File: config.mk
export PLATFORM = sky130hd
export DESIGN_NAME = riscv_v_sign_restore_pipe
export DESIGN_NICKNAME = d
export VERILOG_FILES = /design/src/rtl/riscv_v_pkg.sv /design/src/rtl/riscv_v_sign_fifo.sv /design/src/rtl/riscv_v_sign_restore_pipe.sv
export SDC_FILE = /design/constraint.sdc
export NUM_CORES = 1
export LEC_CHECK = 0
export ABC_AREA = 1
export CAP_MARGIN = 20
export CORE_MARGIN = 2
export CORE_UTILIZATION = 30
export CTS_BUF_LIST = sky130_fd_sc_hd__clkbuf_16
export DETAILED_ROUTE_END_ITERATION = 12
export MAX_ROUTING_LAYER = met4
export SKIP_CTS_REPAIR_TIMING = 1
export SYNTH_ARGS = -nofsm -noshare
export SYNTH_HDL_FRONTEND = slang
export SYNTH_SLANG_ARGS = --single-unit
File: constraint.sdc
create_clock -name clk -period 21.3 [get_ports clk]
set_clock_uncertainty 0.05 [all_clocks]
set_input_delay 6.39 -clock clk [delete_from_list [all_inputs] [get_ports clk]]
set_output_delay 6.39 -clock clk [all_outputs]
set_load 0.02 [all_outputs]
File: src/rtl/riscv_v_pkg.sv
// Shared types for the RISC-V V byte-lane datapath: lane geometry, per-byte
// complement flags, one-hot element size vectors and the sign-flag queue entry.
package riscv_v_pkg;

  localparam int unsigned BYTE_WIDTH             = 8;
  localparam int unsigned RISCV_V_NUM_BYTES_DATA = 8;
  localparam int unsigned RISCV_V_NUM_OSIZE      = 4;  // 8/16/32/64-bit elements

  typedef logic [RISCV_V_NUM_BYTES_DATA-1:0] riscv_v_complement_t;
  typedef logic [RISCV_V_NUM_OSIZE-1:0]      osize_vector_t;
  typedef logic [RISCV_V_NUM_BYTES_DATA-2:0] riscv_v_merge_data_t;

  typedef struct packed {
    riscv_v_complement_t comp;
    osize_vector_t       osize;
  } riscv_v_sign_entry_t;

  // Bit i set means byte lane i carries into lane i+1 (same element).
  // A non-one-hot size vector yields the OR of each size's boundaries.
  function automatic riscv_v_merge_data_t riscv_v_osize_merge(input osize_vector_t osize);
    riscv_v_merge_data_t merge;
    merge = '0;
    for (int unsigned s = 0; s < RISCV_V_NUM_OSIZE; s++) begin
      for (int unsigned i = 0; i < RISCV_V_NUM_BYTES_DATA - 1; i++) begin
        if (osize[s] && (((i + 32'd1) & ((32'd1 << s) - 32'd1)) != 32'd0)) begin
          merge[i] = 1'b1;
        end
      end
    end
    return merge;
  endfunction

endpackage

File: src/rtl/riscv_v_sign_fifo.sv
// Sign-flag queue: DEPTH entries of {complement flags, element size},
// wrapping read/write pointers, occupancy count and synchronous flush.
module riscv_v_sign_fifo
  import riscv_v_pkg::*;
#(
  parameter  int unsigned DEPTH = 4,
  localparam int unsigned CNT_W = $clog2(DEPTH + 1)
) (
  input  logic                clk,
  input  logic                rst_n,
  input  logic                flush_i,
  input  logic                push_i,
  input  logic                pop_i,
  input  riscv_v_sign_entry_t wdata_i,
  output riscv_v_sign_entry_t rdata_o,
  output logic                full_o,
  output logic                empty_o,
  output logic [CNT_W-1:0]    occupancy_o
);

  localparam int unsigned PTR_W = $clog2(DEPTH);

  riscv_v_sign_entry_t mem_q [DEPTH];
  logic [PTR_W-1:0]    wr_ptr_q, wr_ptr_d;
  logic [PTR_W-1:0]    rd_ptr_q, rd_ptr_d;
  logic [CNT_W-1:0]    occ_q, occ_d;
  logic                do_push, do_pop;

  assign full_o      = (occ_q == CNT_W'(DEPTH));
  assign empty_o     = (occ_q == '0);
  assign occupancy_o = occ_q;
  assign rdata_o     = mem_q[rd_ptr_q];

  // Full check uses registered occupancy, so a same-cycle pop never frees a slot.
  assign do_push = push_i & ~full_o  & ~flush_i;
  assign do_pop  = pop_i  & ~empty_o & ~flush_i;

  // Pointer and occupancy next state; flush empties the queue.
  always_comb begin
    wr_ptr_d = wr_ptr_q;
    rd_ptr_d = rd_ptr_q;
    occ_d    = occ_q;
    if (flush_i) begin
      wr_ptr_d = '0;
      rd_ptr_d = '0;
      occ_d    = '0;
    end else begin
      if (do_push) wr_ptr_d = PTR_W'(wr_ptr_q + 1'b1);
      if (do_pop)  rd_ptr_d = PTR_W'(rd_ptr_q + 1'b1);
      case ({do_push, do_pop})
        2'b10:   occ_d = CNT_W'(occ_q + 1'b1);
        2'b01:   occ_d = CNT_W'(occ_q - 1'b1);
        default: occ_d = occ_q;
      endcase
    end
  end

  // Pointer and occupancy registers.
  always_ff @(posedge clk or negedge rst_n) begin
    if (!rst_n) begin
      wr_ptr_q <= '0;
      rd_ptr_q <= '0;
      occ_q    <= '0;
    end else begin
      wr_ptr_q <= wr_ptr_d;
      rd_ptr_q <= rd_ptr_d;
      occ_q    <= occ_d;
    end
  end

  // Entry storage; contents beyond occupancy are don't-care, so no reset.
  always_ff @(posedge clk) begin
    if (do_push) mem_q[wr_ptr_q] <= wdata_i;
  end

endmodule

File: src/rtl/riscv_v_sign_restore_pipe.sv
// Re-applies operand signs to unsigned mul/div results: pops one queued
// flag entry per accepted result, negates flagged elements and registers
// the signed result behind a valid/ready output stage.
module riscv_v_sign_restore_pipe
  import riscv_v_pkg::*;
#(
  parameter  int unsigned BLOCK_WIDTH = BYTE_WIDTH,
  parameter  int unsigned DEPTH       = 4,
  localparam int unsigned CNT_W       = $clog2(DEPTH + 1)
) (
  input  logic                                                clk,
  input  logic                                                rst_n,
  input  logic                                                flush,
  input  logic                                                sign_valid,
  output logic                                                sign_ready,
  input  riscv_v_complement_t                                 sign_complement,
  input  osize_vector_t                                       sign_osize,
  input  logic                                                res_valid,
  output logic                                                res_ready,
  input  logic [RISCV_V_NUM_BYTES_DATA-1:0][BLOCK_WIDTH-1:0]  res_data,
  output logic                                                out_valid,
  input  logic                                                out_ready,
  output logic [RISCV_V_NUM_BYTES_DATA-1:0][BLOCK_WIDTH-1:0]  out_data,
  output logic [CNT_W-1:0]                                    occupancy
);

  riscv_v_sign_entry_t wr_entry, head;
  logic                fifo_full, fifo_empty, accept;
  logic [RISCV_V_NUM_BYTES_DATA-1:0]                 cont;
  logic [RISCV_V_NUM_BYTES_DATA-1:0][BLOCK_WIDTH-1:0] neg_data;
  logic                                              out_valid_q, out_valid_d;
  logic [RISCV_V_NUM_BYTES_DATA-1:0][BLOCK_WIDTH-1:0] out_data_q, out_data_d;

  assign wr_entry = '{comp: sign_complement, osize: sign_osize};

  riscv_v_sign_fifo #(
    .DEPTH (DEPTH)
  ) u_fifo (
    .clk         (clk),
    .rst_n       (rst_n),
    .flush_i     (flush),
    .push_i      (sign_valid),
    .pop_i       (accept),
    .wdata_i     (wr_entry),
    .rdata_o     (head),
    .full_o      (fifo_full),
    .empty_o     (fifo_empty),
    .occupancy_o (occupancy)
  );

  // No empty bypass: a result can only pair with a flag already registered.
  assign sign_ready = ~fifo_full;
  assign res_ready  = ~fifo_empty & (~out_valid_q | out_ready);
  assign accept     = res_valid & res_ready;

  // cont[i]: lane i continues the element that started below it.
  assign cont = {riscv_v_osize_merge(head.osize), 1'b0};

  // Per-element two's complement; flag and carry restart at each element's low byte.
  always_comb begin : negate
    logic                 flag;
    logic                 carry;
    logic [BLOCK_WIDTH:0] sum;
    flag     = 1'b0;
    carry    = 1'b1;
    sum      = '0;
    neg_data = '0;
    for (int unsigned i = 0; i < RISCV_V_NUM_BYTES_DATA; i++) begin
      if (!cont[i]) begin
        flag  = head.comp[i];
        carry = 1'b1;
      end
      sum         = {1'b0, ~res_data[i]} + {{BLOCK_WIDTH{1'b0}}, carry};
      neg_data[i] = flag ? sum[BLOCK_WIDTH-1:0] : res_data[i];
      carry       = sum[BLOCK_WIDTH];
    end
  end

  // Output stage next state: flush clears, accept loads, handshake drains.
  always_comb begin
    out_valid_d = out_valid_q;
    out_data_d  = out_data_q;
    if (flush) begin
      out_valid_d = 1'b0;
      out_data_d  = '0;
    end else if (accept) begin
      out_valid_d = 1'b1;
      out_data_d  = neg_data;
    end else if (out_ready) begin
      out_valid_d = 1'b0;
    end
  end

  // Output stage registers.
  always_ff @(posedge clk or negedge rst_n) begin
    if (!rst_n) begin
      out_valid_q <= 1'b0;
      out_data_q  <= '0;
    end else begin
      out_valid_q <= out_valid_d;
      out_data_q  <= out_data_d;
    end
  end

  assign out_valid = out_valid_q;
  assign out_data  = out_data_q;

  a_osize_onehot: assert property (@(posedge clk) disable iff (!rst_n)
    (sign_valid && sign_ready && !flush) |-> $onehot(sign_osize));

endmodule

==> impl_metrics.yaml <==
synthesis:
  muxShareOfSynthArea_pct: 0
  synth-xor-area-share_pct: 0.278
  synth.top_cell.area_share_pct: 28.6
  syn_nets: 824
  ys_ff_latch: 116
  avgSynthCellArea_um2: 8.74
  synthAdderAreaFrac_pct: 4.09
  synth_compound_area_share_pct: 13.2
  synth-simple-area-share_pct: 25.3
  synth_top_family_by_area: "simple AND/OR/NAND/NOR gates"
  yosysUniqueCellTypes: 43
  yosys.area.top_type: "dfrtp_1"
  ys_seq_area_share_pct: 49.5
  yosysWarnings: 0
  syn_inst: 722
  syn_area_um2: 6310
  netlist_top_cells_area: "dfrtp_1 29%, edfxtp_1 21%, nand2_1 9.7%"
worst_hold_path:
  hp-class: "flop to flop"
  holdPathStages: 2
worst_setup_path:
  crit_arrival_ns: 15.31
  cp_common_cell: "ha_1"
  reg2reg_depth: 54
  cp-start-kind: "input port"
  worst_path_max_delay_cell: "clkdlybuf4s50_1"
  worstPathRequired_ns: 21.55
  critPathCaptureType: "flop"
  cpPeakStageDelay_ns: 0.42
  worstSetupPathType: "input port to flop"
  critPathMaxFanout: 3
timing:
  slew_viol_final: 0
  finalCritPeriodShare_pct: 70.7
  slew_headroom_pct: 30.8
  setup_violations: 0
  hold_viol: 0
  tightest_slew_ns: 1.03
  fmax_ghz: 0.0664
  grt_setup_unrepaired: "false"
  finalCriticalPeriod_ns: 15.05
  fin_tns_setup_ns: 0
  fin_hold_ws_ns: 0.424
floorplanning:
  ios: 152
  coreArea_um2: 20800
  initial_core_util_pct: 30.3
  row_count: 53
  die-area_um2: 22200
  chipHeight_um: 149
  die_w_um: 149
global_routing:
  grt_overflow: 0
  grt_start_max_net_pins: 73
  grt_pass1_wl_um: 26900
  grt_pass1_vias: 5188
  grtUsageTotal_pct: 16.1
  antenna_found_initial: 0
power:
  cellLeakagePower_nw: 3.78
  total_power_mw: 1.05
  power_density_nw_per_um2: 123
  irDropWorstVdd_mv: 0.0404
clock_network:
  cts.sinks: 116
  cts.clk_slew.worst_paths_ns: 0.05
  ctsRootBufferMaster: "clkbuf_16"
  clk-insertion-delay-late_ns: 0.42
  cts_htree_levels: 4
  max-clock-path-buffers: 2
  tritoncts: "yes"
  numCtsBuffers: 17
outcome:
  status: "finished clean"
drt:
  drt_iter0_markers: 317
  drc: 0
  viasPerCell: 4.66
  wl_per_cell_um: 14.7
  wl_um: 17000
  ant_nets: 0
  firstDrtPassIters: 5
  vias: 5406
placed_design:
  place_hpwl_um: 11900
  portBuffers: 150
  placed_area_um2: 8040
  globalplace.congestion: 0.809
finish:
  antenna-diode-count: 0
  syn_to_final_growth_pct: 35.8
  fin_nets: 975
  fin_area_um2: 8570
  drive_gt1_share_pct: 8.47
job:
  max_cap_violations: 0
==> state kept, by name, summed over array words and instances (netlist names) <==
signal,flops
out_data,64
out_valid,1
u_fifo.mem_q,44
u_fifo.occupancy_o,3
u_fifo.rd_ptr_q,2
u_fifo.wr_ptr_q,2
==> synthesized netlist by cell type (all sizes together) <==
master and n:
nand4 8, a21o 4, a22o 1, o21bai 2, a31o 3, buf 15, a21oi 21, a32o 13
clkbuf 8, xor2 2, o22ai 1, nor3 25, dfrtp 72, nand3 81, a32oi 1, edfxtp 44
fa 1, or2 1, o31ai 6, inv 88, nand3b 2, ha 19, a22oi 1, o221ai 1
o21ai 82, nand2 179, a21boi 1, nor2 40
==> kinds of logic after synthesis <==
family / after synthesis
simple gates: 336
flops: 116
buf+inv: 111
fa+ha+maj: 20
xor+xnor: 2
compound gates: 137
==> metrics by stage <==
step	utilization [%]	setup slack [ns]	std cells
after CTS	41.1	6.21	1160
after detailed placement	38.6	5.80	1128
after global placement	38.6	5.84	1127
final	41.1	6.25	1161
after global routing	41.1	5.08	1161
after floorplan	-	7.84	722
==> power by group <==
| part | switching (mW) | internal [mW] | leakage [nW] | total, mW |
|---|---|---|---|---|
| combinational | 0.301 | 0.189 | 2.12 | 0.490 |
| sequential | 0.0307 | 0.282 | 1.37 | 0.313 |
| clock | 0.0959 | 0.155 | 0.284 | 0.251 |
==> final cells by class <==
| class | count | area [µm²] |
|---|---|---|
| clock inverters | 15 | 88.8 |
| repair buffers | 155 | 1540 |
| fillers | 2124 | 12300 |
| well taps | 275 | 344 |
| clock buffers | 17 | 425 |
| inverters | 88 | 335 |
| multi-input cells | 495 | 2710 |
| flip-flops and latches | 116 | 3120 |
==> cells in the final DEF, fill, tap and decap left out, types with 5 or more instances in the layout <==
| cell type | count |
|---|---|
| o21ai_1 | 19 |
| nand2_1 | 163 |
| a32o_1 | 13 |
| nand2_2 | 10 |
| nand3_1 | 69 |
| inv_2 | 6 |
| ha_1 | 19 |
| nor2_1 | 38 |
| o31ai_1 | 6 |
| edfxtp_1 | 44 |
| o21ai_0 | 59 |
| nand4_1 | 8 |
| clkbuf_16 | 17 |
| nand3_2 | 9 |
| a21oi_1 | 21 |
| nand2_4 | 5 |
| inv_1 | 87 |
| dfrtp_1 | 72 |
| nor3_1 | 25 |
| clkdlybuf4s50_1 | 149 |
| clkinv_2 | 5 |
==> worst paths after layout <==
path,from,end,slack (ns)
max in group asynchronous,rst_n,u_fifo.occupancy_o[2],14.50
max reg2reg,u_fifo.rd_ptr_q[0],out_data[62],11.64
max,res_data[0],out_data[62],6.25
min reg2reg,out_data[44],out_data[44],0.42
min in group asynchronous,rst_n,out_data[21],6.08
min,out_data[44],out_data[44],0.42
==> layer usage <==
layer	track usage, %	vias to the layer above	part of all wire [%]
li1	-	2762	-
met1	20.3	2501	46
met2	25.2	125	47
met3	4.71	18	6.2
met4	4.43	0	1.1
met5	-	-	0
==> worst max-delay path, delay by kind of cell <==
family,cells,cell delay (ns)
buffers and inverters,7,0.78
AND/OR/NAND/NOR,25,3.87
adder cells (fa/ha/maj),15,2.88
AO/OA/AOI/OAI,5,1.39
Power figures use the tool's default switching activity.
